**src/rtl/serial_accumulator_pkg.sv**
```systemverilog
// Width and saturation-limit helpers shared by the accumulator and the delta stage.
package serial_accumulator_pkg;

  function automatic int accw(input int n, input int wf);
    return $clog2(n) - 1 + wf;
  endfunction

  function automatic longint sat_max(input int w);
    return (longint'(1) <<< (w - 1)) - 1;
  endfunction

  function automatic longint sat_min(input int w);
    return -(longint'(1) <<< (w - 1));
  endfunction

endpackage

```
**src/rtl/sat_narrow.sv**
```systemverilog
// Combinational signed saturation from IW bits down to OW bits.
module sat_narrow
  import serial_accumulator_pkg::*;
#(
  parameter int IW = 6,
  parameter int OW = 5
) (
  input  logic signed [IW-1:0] i_data,
  output logic signed [OW-1:0] o_data
);

  localparam logic signed [IW-1:0] HI = IW'(sat_max(OW));
  localparam logic signed [IW-1:0] LO = IW'(sat_min(OW));

  function automatic logic signed [OW-1:0] sat(input logic signed [IW-1:0] x);
    if (x > HI)      return HI[OW-1:0];
    else if (x < LO) return LO[OW-1:0];
    else             return x[OW-1:0];
  endfunction

  assign o_data = sat(i_data);

endmodule

```
**src/rtl/serial_accumulator.sv**
```systemverilog
// Sums NN beats of NC signed lanes, saturates each sum and offers it on an elastic output port.
module serial_accumulator
  import serial_accumulator_pkg::*;
#(
  parameter int    NC    = 6,
  parameter int    NN    = 7,
  parameter int    WF    = 4,
  parameter string BURST = "yes"
) (
  input  logic                       iCLK,
  input  logic                       iRST,
  input  logic                       iValid_AM_Prod,
  output logic                       oReady_AM_Prod,
  input  logic [NC*WF-1:0]           iData_AM_Prod,
  output logic                       oValid_BM_Accum,
  input  logic                       iReady_BM_Accum,
  output logic [NC*accw(NN, WF)-1:0] oData_BM_Accum
);

  localparam int AW       = accw(NN, WF);
  localparam int SW       = WF + $clog2(NN);
  localparam int CW       = $clog2(NN);
  localparam bit BURST_EN = (BURST == "yes");

  logic [CW-1:0]        r_cnt;
  logic signed [SW-1:0] r_acc [NC];
  logic                 r_vld;
  logic [NC*AW-1:0]     r_data;

  logic                 w_accept;
  logic                 w_take;
  logic                 w_last;
  logic signed [SW-1:0] w_sum [NC];
  logic [NC*AW-1:0]     w_sat;

  assign w_accept = iValid_AM_Prod & oReady_AM_Prod;
  assign w_take   = r_vld & iReady_BM_Accum;
  assign w_last   = (r_cnt == CW'(NN - 1));

  // The first beat of a group restarts the lane sum instead of adding to it.
  for (genvar gi = 0; gi < NC; gi++) begin : g_lane
    logic signed [WF-1:0] w_x;
    assign w_x        = iData_AM_Prod[gi*WF +: WF];
    assign w_sum[gi]  = (r_cnt == '0) ? SW'(w_x) : r_acc[gi] + SW'(w_x);

    sat_narrow #(
      .IW (SW),
      .OW (AW)
    ) u_sat (
      .i_data (w_sum[gi]),
      .o_data (w_sat[gi*AW +: AW])
    );
  end

  // Burst mode only blocks the group's closing beat while a result is still held.
  if (BURST_EN) begin : g_ready_burst
    assign oReady_AM_Prod = ~(w_last & r_vld & ~iReady_BM_Accum);
  end else begin : g_ready_hold
    assign oReady_AM_Prod = ~r_vld;
  end

  always_ff @(posedge iCLK) begin
    if (iRST) begin
      r_cnt  <= '0;
      r_vld  <= 1'b0;
      r_data <= '0;
      for (int i = 0; i < NC; i++) r_acc[i] <= '0;
    end else begin
      if (w_accept) begin
        r_cnt <= w_last ? '0 : r_cnt + 1'b1;
        for (int i = 0; i < NC; i++) r_acc[i] <= w_sum[i];
      end
      if (w_accept && w_last) begin
        r_vld  <= 1'b1;
        r_data <= w_sat;
      end else if (w_take) begin
        r_vld  <= 1'b0;
      end
    end
  end

  assign oValid_BM_Accum = r_vld;
  assign oData_BM_Accum  = r_data;

endmodule
```
**config.mk**
```make
export PLATFORM = sky130hd
export DESIGN_NAME = serial_accumulator
export DESIGN_NICKNAME = d
export VERILOG_FILES = /design/src/rtl/serial_accumulator_pkg.sv /design/src/rtl/sat_narrow.sv /design/src/rtl/serial_accumulator.sv
export SDC_FILE = /design/constraint.sdc
export NUM_CORES = 1
export LEC_CHECK = 0
export ABC_AREA = 1
export BUFFER_PORTS_ARGS = -buffer_cell sky130_fd_sc_hd__buf_2
export CORE_ASPECT_RATIO = 1.75
export CORE_MARGIN = 2
export CORE_UTILIZATION = 59
export CTS_CLUSTER_DIAMETER = 80
export DETAILED_ROUTE_END_ITERATION = 10
export GPL_TIMING_DRIVEN = 0
export PLACE_DENSITY = 0.85
export SLEW_MARGIN = 20
export SYNTH_ARGS = -nofsm -noshare
export SYNTH_HDL_FRONTEND = slang
export SYNTH_SLANG_ARGS = --single-unit
```
**constraint.sdc**
```tcl
create_clock -name iCLK -period 3.7 [get_ports iCLK]
set_clock_uncertainty 0.15 [all_clocks]
set_input_delay 1.11 -clock iCLK [delete_from_list [all_inputs] [get_ports iCLK]]
set_output_delay 1.11 -clock iCLK [all_outputs]
set_load 0.005 [all_outputs]
```
After elaboration in Yosys (flattened, before gate mapping)
Memory sizes are Yosys's and may differ from the RTL's.
Index checks and enable logic that the tools add are counted.
Widths: inputs -> output; s select.
- register bits after elaboration: 40
- memory bits (writable): 42
- bits of input ports: 28
- output and inout port bits: 38
- logic and storage cells: 71
- memories: 1
- $add $sub $neg: 7
- magnitude comparators: 12
- eq/ne operators: 1
- muxes and demuxes: 32
- bitwise gates (word level): 12
- reductions and logical operators: 3
- memories (memory ; words ; width ; read ports ; clocked after memory_dff ; write ports ; line ; source):
    r_acc ; 6 ; 7 ; 6 ; 0 ; 6 ; serial_accumulator.sv:26 ; logic signed [SW-1:0] r_acc [NC];
- operators by type and width (operator ; number):
    $mux 7 ; 12
    $mux 6 ; 12
    $add 7x4->7 ; 6
    $gt 7x6->1 const B ; 6
    $lt 7x6->1 const B ; 6
    $mux 1 ; 7
    $or 1x1->1 ; 6
    $and 1x1->1 ; 4
    $add 3x1->3 const B ; 1
    $eq 3x3->1 const B ; 1
    $logic_not 3->1 ; 1
    $mux 3 ; 1
    $not 1->1 ; 2
    $reduce_bool 2->1 ; 1
    $logic_and 1x1->1 ; 1

Depth between registers and ports, before layout
Gate-level depths: netlist of run 1.
- word-level depth: 9
- depth in mapped cells: 13
- gate-level depth less buffers: 13

Cells and area by module
Synthesis of run 1 repeated with hierarchy kept, for this count alone.
- cell total of the unflattened synthesis: 729
- area total of the unflattened synthesis: 5362.6 um^2
- modules (own cells, without submodules) (module ; times used ; cells an instance ; area an instance (um^2) ; sequential area each (um^2)):
    serial_accumulator ; 1 ; 639 ; 5024.8 ; 2062.0
    sat_narrow ; 6 ; 15 ; 56.3 ; 0.0

Worst setup path before layout of run 1
Ideal clock, no wire load.
- path kind: input port to flip-flop
- from: input iRST
- to: memory r_acc[0][0] in the netlist's numbering (enable)
- setup time: 0.400 ns
- arrival time: 2.589 ns
- required time: 3.150 ns
- path slack: 0.561 ns
- cell stages on the path: 4
- buffers on the path: 2
- cell sequence: clkbuf_1 inv_1 buf_2 nand2_1
- RTL lines (element ; line ; source):
    start, declared ; serial_accumulator.sv:11 ; input logic iRST,
    end, declared ; serial_accumulator.sv:26 ;

Final worst setup path of run 1
- from: input iData_AM_Prod[8]
- to: register r_data[14] (netlist: oData_BM_Accum[14])
- longest elaborated chain between the ends: 5
- elaborated cells on any way between the ends: 6
- those cells by class: 1 x add/sub; 2 x order compare; 3 x mux
- RTL lines (element ; line ; source):
    start, declared ; serial_accumulator.sv:14 ; input logic [NC*WF-1:0] iData_AM_Prod,
    $add 7x4->7 ; serial_accumulator.sv:44 ; assign w_sum[gi] = (r_cnt == '0) ? SW'(w_x) : r_acc[gi] + SW'(w_x);
    $mux 7 * ; serial_accumulator.sv:44 ;
    $lt 7x6->1 ; sat_narrow.sv:17 ; else if (x < LO) return LO[OW-1:0];
    $mux 6 ; sat_narrow.sv:17 ;
    $mux 6 * ; sat_narrow.sv:16 ; if (x > HI) return HI[OW-1:0];
    end signal, assigned ; serial_accumulator.sv:75 ; r_data <= w_sat;
    end, declared ; serial_accumulator.sv:28 ; logic [NC*AW-1:0] r_data;
Mark *: on every way between the ends. The rest lies on a longest branch, timed or not.
A chain may end at the register's enable or synchronous reset.

==> flow_summary.yaml, run 1 <==
status:
  status: "finished, final reports clean"
route:
  wl_um: 12900
  drt_pass1_iterations: 7
  route.detailed.drc: 0
  ant_nets: 0
  drt_iter0_markers: 313
  wl_per_cell_um: 15.1
  vias: 4679
  via_per_inst: 5.49
synthesis:
  synth_cell_types: 35
  synth-seq-cells: 82
  yosys-top-cells-area: "edfxtp_1, dfxtp_1, nand2_1"
  synth.top_cell.area_share_pct: 24.7
  synth_nets: 726
  syn_area_per_cell_um2: 7.79
  synth_top_area_cell: "edfxtp_1"
  yosys_warnings: 0
  syn_area_um2: 5110
  synth_cells: 656
  ys_seq_area_share_pct: 40.4
critical_path:
  worstPathArrival_ns: 2.94
  critPathKind: "primary input to flop"
  start_kind: "primary input"
  end_kind: "flop"
  crit_required_ns: 3.78
  critical_path_peak_fanout: 5
final_layout:
  diodes: 0
  drive_above_1_share_pct: 14.4
  utilization_pct: 70.0
  syn2layout_area_growth_pct: 14.7
  nets: 802
floorplan:
  rows: 44
  initial_core_util_pct: 61.0
  core_area_um2: 8370
  dieArea_um2: 9450
  pin_count: 66
  die_h_um: 127
  die_w_um: 74.3
global_routing:
  antenna_found_initial: 0
  grt.overflow.total: 0
  grt_pass1_vias: 4845
  track_usage_pct: 28.8
  grt_pass1_wl_um: 20800
  grt_max_degree: 23
clocking:
  cts_resized: 0
  cts_tree: "yes"
  clockBufferDepth: 2
  clk_pin_slew_worst_paths_ns: 0.06
  clkLatencyLatePin_ns: 0.34
  clock-sinks: 82
  cts_buffers: 9
  cts_setup_buffers: 0
  htreeDepth: 3
  clock-root-buffer: "clkbuf_16"
  holdBufCountCts: 0
placed_design:
  dp_slack_ns: 0.523
  portBuffers: 64
  dpl.hpwl_um: 9630
  gp_congestion: 0.984
worst_hold_path:
  min_path_type: "flop to flop"
timing:
  hold_viol_final: 0
  post-route-period-util_pct: 77.2
  worst_slew_pin_slew_ns: 0.762
  period_needed_ns: 2.86
  maxClockFrequency_mhz: 350
  slew_viol_final: 0
  whs_ns: 0.313
  fin_ws_ns: 0.844
  slew_headroom_pct: 49.2
  finalSetupViolations: 0
  rsz0062_at_grt: "no"
power_and_ir_drop:
  combPwrFrac_pct: 24.5
  internal_power_uw: 1670
  p_leak_uw: 0.00297
  power.switching_uw: 748
  power_frac_clock_pct: 33.0
  p_seq_share_pct: 42.5
  p_per_area_nw_per_um2: 413
  ir_drop_uv: 352
  p_sw_share_pct: 30.9
flow_run:
  maxCapViolCount: 0
## kinds of logic after synthesis
family	count (synthesis)	synth area share (%)
buffers and inverters	97	7.64
DFF	82	40.4
AOI/OAI and AO/OA	101	10.9
xor gates and xnor gates	19	3.26
and+or+nand+nor	307	25.1
adders and majority gates	42	11.2
muxes	8	1.57
## worst max-delay path, stage by stage
cell     delay, ns
buf_2         0.11
ha_1          0.22
fa_1          0.44
nand4_1       0.13
nand3_1       0.14
xor2_1        0.20
nor2_1        0.37
nor2_1        0.08
nor2_1        0.09
nor2_1        0.04
## cell usage after synthesis, drive strengths merged
master	count
a21oi	36
o21bai	3
o21ai	48
nand4	13
nor3	2
nand2	131
nor2	117
inv	80
o31ai	3
buf	9
xnor2	11
a21o	3
dfxtp	40
mux2i	8
nand3	36
or3	2
clkbuf	8
fa	6
or2	6
edfxtp	42
o211ai	4
xor2	8
a31oi	4
ha	36
## per-stage QoR
step / setup TNS, ns / instance area [µm²] / power (µW) / instances
finish: 0 / 5860 / 2420 / 852
global route: 0 / 5860 / 2540 / 852
CTS: 0 / 5860 / 2410 / 852
detailed placement: 0 / 5600 / 1630 / 836
global placement: -3.92 / 5570 / 1590 / 835
floorplan: 0 / 5110 / 1480 / 656
## path summary, 6_finish.rpt
check / startpoint / endpoint / slack [ns] / depth (start not counted)
setup reg to reg: r_acc[2][0]$_SDFFCE_PN0P_ / oData_BM_Accum[14]$_SDFFE_PP0P_ / 1.34 / 9
hold / removal: oData_BM_Accum[28]$_SDFFE_PP0P_ / oData_BM_Accum[28]$_SDFFE_PP0P_ / 0.31 / 2
setup / recovery: iData_AM_Prod[8] / oData_BM_Accum[14]$_SDFFE_PP0P_ / 0.84 / 10
hold reg to reg: oData_BM_Accum[28]$_SDFFE_PP0P_ / oData_BM_Accum[28]$_SDFFE_PP0P_ / 0.31 / 2
## per-layer routing
metal / wire length (µm) / global-route usage (%) / vias to the layer above
li1: - / - / 2311
met1: 4600 / 27.9 / 2162
met2: 6920 / 52.1 / 151
met3: 623 / 6.23 / 55
met4: 728 / 19.5 / 0
met5: 0 / 0 / -
## cells in the final DEF, fill, tap and decap left out, types with 3 or more instances in the layout
cell | netlist | layout
a21o_1 | 3 | 3
ha_1 | 36 | 36
inv_2 | 4 | 4
o21bai_1 | 3 | 3
a31oi_1 | 4 | 4
nand4_1 | 13 | 13
dfxtp_1 | 40 | 40
clkbuf_16 | 0 | 9
nor2_1 | 114 | 114
nand2_2 | 4 | 5
xor2_1 | 8 | 8
nor2_2 | 3 | 3
nand3_1 | 35 | 35
fa_1 | 6 | 6
or2_2 | 4 | 4
mux2i_1 | 8 | 8
o31ai_1 | 3 | 3
a21oi_1 | 35 | 35
o21ai_1 | 5 | 5
xnor2_1 | 11 | 11
clkbuf_1 | 8 | 12
nand2_1 | 126 | 125
inv_1 | 76 | 76
o21ai_0 | 43 | 43
edfxtp_1 | 42 | 42
buf_2 | 6 | 70
## registers in the layout (all words and copies together) (netlist names)
| signal | cells |
|---|---|
| r_cnt | 3 |
| oData_BM_Accum | 36 |
| r_acc | 42 |
| oValid_BM_Accum | 1 |
## final cells by class
cell class / instances / area, µm²
Clock buffer: 13 / 240
Multi-Input combinational cell: 477 / 2660
Buffer: 17 / 90.1
Clock inverter: 3 / 16.3
Sequential cell: 82 / 2060
Tap cell: 115 / 144
Timing Repair Buffer: 65 / 348
Fill cell: 677 / 2510
Inverter: 80 / 300
## power by group through the flow
stage | Clock, µW | Combinational, µW | Sequential [µW]
global route | 836 | 670 | 1030
floorplan | 0 | 433 | 1040
CTS | 800 | 587 | 1030
global placement | 0 | 549 | 1040
detailed placement | 0 | 579 | 1050
finish | 799 | 592 | 1030
No activity file was read; power rests on OpenSTA's default activity.
==> run 2: changes to the inputs <==
--- a/config.mk
+++ b/config.mk
@@ -5,15 +5,15 @@
 export SDC_FILE = /design/constraint.sdc
 export NUM_CORES = 1
 export LEC_CHECK = 0
-export ABC_AREA = 1
+export ABC_AREA = 0
 export BUFFER_PORTS_ARGS = -buffer_cell sky130_fd_sc_hd__buf_2
 export CORE_ASPECT_RATIO = 1.75
 export CORE_MARGIN = 2
-export CORE_UTILIZATION = 59
+export CORE_UTILIZATION = 53
 export CTS_CLUSTER_DIAMETER = 80
 export DETAILED_ROUTE_END_ITERATION = 10
 export GPL_TIMING_DRIVEN = 0
-export PLACE_DENSITY = 0.85
+export PLACE_DENSITY = 0.81
 export SLEW_MARGIN = 20
 export SYNTH_ARGS = -nofsm -noshare
 export SYNTH_HDL_FRONTEND = slang
==> constraint.sdc (replaced) <==
create_clock -name iCLK -period 2.5 [get_ports iCLK]
set_clock_uncertainty 0.15 [all_clocks]
set_input_delay 0.75 -clock iCLK [delete_from_list [all_inputs] [get_ports iCLK]]
set_output_delay 0.75 -clock iCLK [all_outputs]
set_load 0.005 [all_outputs]
==> run 2 against run 1 <==
Compared with the run above:
- worst setup slack worse by 1.2 ns
- the flow now finishes with violations (negative setup slack)
- critical path type unchanged
- critical endpoint is now oData_BM_Accum[27]$_SDFFE_PP0P_
- highest routed layer unchanged
- core utilization up 5.7 points
- non-clock buffer count increased by 50
- sequential share of layout area shrank 6.4 points
- final area is 22% higher
==> flow_summary.yaml, run 2 <==
status:
  status: "finished, violations left"
  violations: "negative setup slack"
floorplan:
  core_area_um2: 9470
  die_h_um: 134
  initial_core_util_pct: 54.2
  pin_count: 66
  die_w_um: 78.4
  rows: 47
  dieArea_um2: 10500
route:
  route.detailed.drc: 0
  ant_nets: 0
  drt_iter0_markers: 444
  vias: 5068
  wl_um: 16500
  wl_per_cell_um: 21.0
  drt_pass1_iterations: 5
  via_per_inst: 6.46
global_routing:
  grt-busiest-layer: "met2"
  met1_usage_pct: 29.9
  grt_max_degree: 43
  grt_pass1_wl_um: 23900
  track_usage_pct: 29.2
  grt.overflow.total: 0
  grt_pass1_vias: 5123
  grt_util_met3_pct: 3.90
  antenna_found_initial: 0
  use_met2_pct: 54.1
critical_path:
  start_kind: "primary input"
  worstPathArrival_ns: 2.90
  critical_path_peak_fanout: 5
  crit_required_ns: 2.58
  critPathMaxStageDelay_ns: 0.34
  critPathKind: "primary input to flop"
  rrSetupSlack_ns: -0.27
  end_kind: "flop"
  slowest_stage: "fa_2"
  cp_cell_sequence: "buf_8 -> ha_4 -> fa_2 -> a211oi_2 -> buf_4 -> nor4_2 -> nor3_2 -> buf_4 -> buf_6 -> xnor2_4 -> nor3_2 -> nor4_2"
power_and_ir_drop:
  p_leak_uw: 0.00285
  power.switching_uw: 1400
  internal_power_uw: 3000
  power_frac_clock_pct: 33.6
  p_seq_share_pct: 34.7
  combPwrFrac_pct: 31.7
  p_per_area_nw_per_um2: 615
  p_sw_share_pct: 31.8
  ir_drop_uv: 441
timing:
  period_needed_ns: 2.82
  fin_ws_ns: -0.318
  maxClockFrequency_mhz: 355
  worst_slew_pin_slew_ns: 0.903
  finalSetupViolations: 32
  slew_viol_final: 0
  post-route-period-util_pct: 113
  slew_headroom_pct: 39.8
  rsz0062_at_grt: "yes"
  hold_viol_final: 0
  whs_ns: 0.309
placed_design:
  dp_cells: 727
  dpl.hpwl_um: 10200
  portBuffers: 64
  gp_congestion: 0.873
final_layout:
  syn2layout_area_growth_pct: 39.7
  multi_input_area_um2: 3680
  fin_cells: 785
  regMostFlops: "r_acc"
  diodes: 0
  register_area_um2: 2060
  largest_reg_flops: 42
  nFillCells: 591
  nets: 728
  final_common_cell: "nor2_1"
  layout_common_cells: "nor2_1, buf_2, edfxtp_1, dfxtp_1, buf_4"
  drive_above_1_share_pct: 37.7
  utilization_pct: 75.7
clocking:
  clkLatencyLatePin_ns: 0.35
  clockBufferDepth: 2
  cts_tree: "yes"
  clock-sinks: 82
  clk_pin_slew_worst_paths_ns: 0.06
  clock-root-buffer: "clkbuf_16"
  cts_buffers: 9
  htreeDepth: 3
  holdBufCountCts: 0
synthesis:
  ys.flop_type: "edfxtp_1"
  synth_cells: 541
  synth_nets: 611
  ys_seq_area_share_pct: 40.2
  synth-seq-cells: 82
  syn_area_um2: 5130
  synth_top_cells_by_count: "nor2_1, edfxtp_1, dfxtp_1"
  synth_cell_types: 56
  synth_top_area_cell: "edfxtp_1"
  yosys-top-cells-area: "edfxtp_1, dfxtp_1, ha_1"
  syn_area_per_cell_um2: 9.49
  synth.most_common_cell: "nor2_1"
  async_reset_ff_share_pct: 0
  yosys_warnings: 0
  synth.top_cell.area_share_pct: 24.6
  synth-edff-count: 42
flow_run:
  maxCapViolCount: 0
worst_hold_path:
  min_path_type: "flop to flop"
-- run 2: cell types whose count changed after synthesis, sizes merged, moves of 12 or more --
| cell | change |
|---|---|
| a211oi | +36 |
| clkbuf | +12 |
| inv | -70 |
| nand2 | -96 |
| nand3 | -29 |
| nand4 | -12 |
| nor2 | -45 |
| o21ai | -17 |
-- run 2: worst paths after layout --
path | startpoint | endpoint | depth (start not counted)
setup reg to reg | r_acc[4][0]$_SDFFCE_PN0P_ | oData_BM_Accum[27]$_SDFFE_PP0P_ | 11
hold / removal | oData_BM_Accum[35]$_SDFFE_PP0P_ | oData_BM_Accum[35]$_SDFFE_PP0P_ | 2
setup / recovery | iData_AM_Prod[16] | oData_BM_Accum[27]$_SDFFE_PP0P_ | 12
hold reg to reg | oData_BM_Accum[35]$_SDFFE_PP0P_ | oData_BM_Accum[35]$_SDFFE_PP0P_ | 2
-- run 2: critical path, delay by kind of cell --
kind            cells  cell delay, ns
simple gates        4            0.68
buf+inv             4            0.57
fa+ha+maj           2            0.50
compound gates      1            0.23
xor+xnor            1            0.15
-- run 2: metrics by stage --
step           TNS [ns]  total power (µW)  setup WS [ns]  area, µm²
2_1_floorplan     -5.40              2280         -0.236       5380
3_3_place_gp     -48.99              2480         -0.647       5860
3_5_place_dp     -54.26              2520         -0.759       5860
4_1_cts           -1.76              4210         -0.205       6820
5_1_grt           -6.58              4540         -0.414       7170
6_report          -4.34              4410         -0.318       7170
-- run 2: repair_timing --
item,in CTS,in global routing
buffers inserted,32,13
gates resized for setup,71,54
endpoints found under the setup margin,116,72
pin swaps,34,18
-- run 2: layout make-up --
type                    count  share of cell area [%]
inverters                  10                   0.524
clock buffers              11                    3.84
multi-input cells         423                    51.4
repair buffers            108                    10.6
flip-flops and latches     82                    28.8
well taps                 122                    2.13
clock inverters             5                   0.890
plain buffers              24                    1.85
-- run 2: routing by layer --
layer,part of all wire (%),up-vias
met5,0,-
met4,5.7,0
met3,6.2,84
met2,53,271
met1,35,2444
li1,-,2269
-- run 2: kinds of logic (layout without fill, tap and decap cells) --
family,after synthesis,in the layout,synth area share [%]
XOR/XNOR,19,19,3.39
AO/OA/AOI/OAI,188,188,25.4
AND/OR/NAND/NOR,166,166,15.6
multiplexers,8,8,1.58
adder cells (fa/ha/maj),42,42,11.1
buffers and inverters,36,158,2.80
flip-flops,82,82,40.2
-- run 2: power groups by stage --
| stage | Combinational [µW] | Clock, µW | Sequential (µW) |
|---|---|---|---|
| floorplan | 735 | 0 | 1540 |
| global placement | 929 | 0 | 1550 |
| detailed placement | 969 | 0 | 1550 |
| CTS | 1200 | 1480 | 1520 |
| global route | 1480 | 1520 | 1530 |
| finish | 1400 | 1480 | 1530 |
==> run 3: changes to the inputs <==
--- a/config.mk
+++ b/config.mk
@@ -7,6 +7,7 @@
 export LEC_CHECK = 0
 export ABC_AREA = 0
 export BUFFER_PORTS_ARGS = -buffer_cell sky130_fd_sc_hd__buf_2
+export CAP_MARGIN = 20
 export CORE_ASPECT_RATIO = 1.75
 export CORE_MARGIN = 2
 export CORE_UTILIZATION = 53
@@ -14,6 +15,7 @@
 export DETAILED_ROUTE_END_ITERATION = 10
 export GPL_TIMING_DRIVEN = 0
 export PLACE_DENSITY = 0.81
+export REMOVE_ABC_BUFFERS = 1
 export SLEW_MARGIN = 20
 export SYNTH_ARGS = -nofsm -noshare
 export SYNTH_HDL_FRONTEND = slang
==> run 3 against run 2 <==
Compared with the run above:
- the run still ends with negative setup slack left
- wire length is 11% lower
- non-clock buffer count is 23 lower
- maximum frequency is 4.9% higher
- sequential cell count stayed put
- die area stayed put
- register-to-register slack better by 0.13 ns
- sequential share of layout area is 1.4 points higher
- sequential power hardly changed
- final area is 4.4% lower
- cell count is 2.8% lower
- core utilization is 3.4 points lower
- hold slack worse by 0.0050 ns
- critical endpoint is now oData_BM_Accum[3]$_SDFFE_PP0P_
- largest cell class unchanged
==> flow_summary.yaml, run 3 (synthesized netlist as in run 2, its figures left out) <==
final_layout:
  largest_reg_flops: 42
  diodes: 0
  layout_common_cells: "nor2_1, buf_2, edfxtp_1, dfxtp_1, nand2_1"
  nets: 706
  drive_above_1_share_pct: 35.7
  nFillCells: 637
  final_common_cell: "nor2_1"
  syn2layout_area_growth_pct: 33.5
  utilization_pct: 72.4
  regMostFlops: "r_acc"
global_routing:
  grt_pass1_vias: 4751
  track_usage_pct: 26.2
  grt.overflow.total: 0
  grt_pass1_wl_um: 22000
  grt_max_degree: 58
  antenna_found_initial: 0
power_and_ir_drop:
  power_frac_clock_pct: 29.8
  p_sw_share_pct: 32.1
  p_seq_share_pct: 37.8
  combPwrFrac_pct: 32.4
  total_power_uw: 4050
  power.switching_uw: 1300
  p_leak_uw: 0.00274
  ir_drop_uv: 439
  p_per_area_nw_per_um2: 591
  internal_power_uw: 2750
critical_path:
  cp_cell_sequence: "buf_8 -> ha_4 -> fa_2 -> a211oi_4 -> nor4_2 -> nor3_2 -> xor2_2 -> buf_4 -> a21oi_4 -> a2111oi_4"
  start_kind: "primary input"
  end_kind: "flop"
  reg2reg_to: "oData_BM_Accum[3]$_SDFFE_PP0P_"
  critPathMaxStageDelay_ns: 0.40
  slowest_stage: "a2111oi_4"
  path_buf_inv: 2
  rrSetupSlack_ns: -0.14
  worstPathArrival_ns: 2.77
  reg2reg_depth: 9
  critical_path_peak_fanout: 5
  critPathKind: "primary input to flop"
  crit_required_ns: 2.58
  r2r-start: "r_acc[0][0]$_SDFFCE_PN0P_"
  critPathTopFamily: "compound AO/OA/AOI/OAI gates"
timing:
  slew_headroom_pct: 48.6
  finalSetupViolations: 32
  period_needed_ns: 2.69
  rsz0062_at_grt: "yes"
  whs_ns: 0.304
  worst_slew_pin_slew_ns: 0.771
  hold_viol_final: 0
  fin_ws_ns: -0.188
  slew_viol_final: 0
  post-route-period-util_pct: 108
  maxClockFrequency_mhz: 372
worst_hold_path:
  min_from: "oData_BM_Accum[23]$_SDFFE_PP0P_"
  hold_depth: 2
  min_path_type: "flop to flop"
  hold_end: "oData_BM_Accum[23]$_SDFFE_PP0P_"
floorplan:
  die_h_um: 134
  rows: 47
  core_area_um2: 9470
  die_w_um: 78.4
  dieArea_um2: 10500
  initial_core_util_pct: 54.2
  pin_count: 66
route:
  route.detailed.drc: 0
  drt_iter0_markers: 394
  wl_um: 14600
  drt_pass1_iterations: 5
  via_per_inst: 6.29
  wl_per_cell_um: 19.2
  ant_nets: 0
  vias: 4797
status:
  status: "finished, violations left"
  violations: "negative setup slack"
clocking:
  clock-root-buffer: "clkbuf_16"
  clk_pin_slew_worst_paths_ns: 0.06
  htreeDepth: 3
  cts_tree: "yes"
  cts_buffers: 9
  clock-sinks: 82
  holdBufCountCts: 0
  clkLatencyLatePin_ns: 0.34
  clockBufferDepth: 2
placed_design:
  dp_slack_ns: -1.15
  portBuffers: 65
  dpl.hpwl_um: 8460
  gp_congestion: 0.833
flow_run:
  maxCapViolCount: 0
[run 3: cell types whose count changed in the layout (fill, tap and decap cells not counted), moves of 3 or more]
cell	before	now
a211oi_1	16	27
a211oi_2	19	8
buf_1	3	0
buf_2	60	57
buf_4	37	32
clkbuf_1	7	1
clkbuf_2	5	0
clkinv_2	0	4
nor2_1	71	68
nor2_4	0	3
o31ai_1	3	6
o31ai_2	4	1
[run 3: final cells by class]
| cell class | instances | area, µm² | share of cell area, % |
|---|---|---|---|
| clock inverters | 6 | 33.8 | 0.493 |
| repair buffers | 109 | 791 | 11.5 |
| inverters | 10 | 37.5 | 0.548 |
| clock buffers | 10 | 229 | 3.34 |
| multi-input cells | 424 | 3540 | 51.7 |
| well taps | 122 | 153 | 2.23 |
| flip-flops and latches | 82 | 2060 | 30.1 |
[run 3: worst reg2reg max path: stages, from the launching register on]
cell and delay, ns:
edfxtp_1 0.42, ha_4 0.19, fa_2 0.37, a211oi_4 0.28, nor4_2 0.07, nor3_2 0.23, xor2_2 0.18, buf_4 0.14
a21oi_4 0.10, a2111oi_4 0.40
[run 3: what timing repair did]
item,4_1_cts,5_1_grt
endpoints found under the setup margin,45,79
pin swaps,44,29
buffers inserted,28,15
cloned,0,1
resized for setup,93,45
[run 3: metal layers]
| metal | vias to the layer above | global-route usage [%] | share of wire (%) |
|---|---|---|---|
| met5 | - | 0 | 0 |
| met4 | 0 | 12.9 | 3.3 |
| met3 | 48 | 3.70 | 4.0 |
| met2 | 171 | 48.1 | 54 |
| met1 | 2355 | 29.0 | 39 |
| li1 | 2223 | - | - |
[run 3: power groups by stage]
stage | registers (µW) | logic, µW | clock network [µW]
6_report | 1530 | 1310 | 1210
3_5_place_dp | 1550 | 859 | 0
3_3_place_gp | 1550 | 809 | 0
5_1_grt | 1540 | 1410 | 1270
4_1_cts | 1520 | 1140 | 1210
2_1_floorplan | 1540 | 634 | 0
[run 3: per-stage QoR]
stage | cells | area, µm² | TNS, ns
floorplan | 515 | 5030 | -29.48
global placement | 702 | 5500 | -121.51
detailed placement | 705 | 5560 | -51.25
CTS | 749 | 6520 | -3.53
global route | 763 | 6850 | -6.49
finish | 763 | 6850 | -3.14
[run 3: worst max-delay path by stage]
| stage | cells after the start | end | from |
|---|---|---|---|
| floorplan | 6 | oData_BM_Accum[4]$_SDFFE_PP0P_ | r_cnt[0]$_SDFFE_PP0P_ |
| global placement | 6 | oData_BM_Accum[1]$_SDFFE_PP0P_ | r_cnt[0]$_SDFFE_PP0P_ |
| detailed placement | 10 | oData_BM_Accum[20]$_SDFFE_PP0P_ | iData_AM_Prod[12] |
| CTS | 10 | oData_BM_Accum[1]$_SDFFE_PP0P_ | iData_AM_Prod[0] |
| global route | 10 | oData_BM_Accum[27]$_SDFFE_PP0P_ | iData_AM_Prod[16] |
| finish | 10 | oData_BM_Accum[3]$_SDFFE_PP0P_ | iData_AM_Prod[0] |
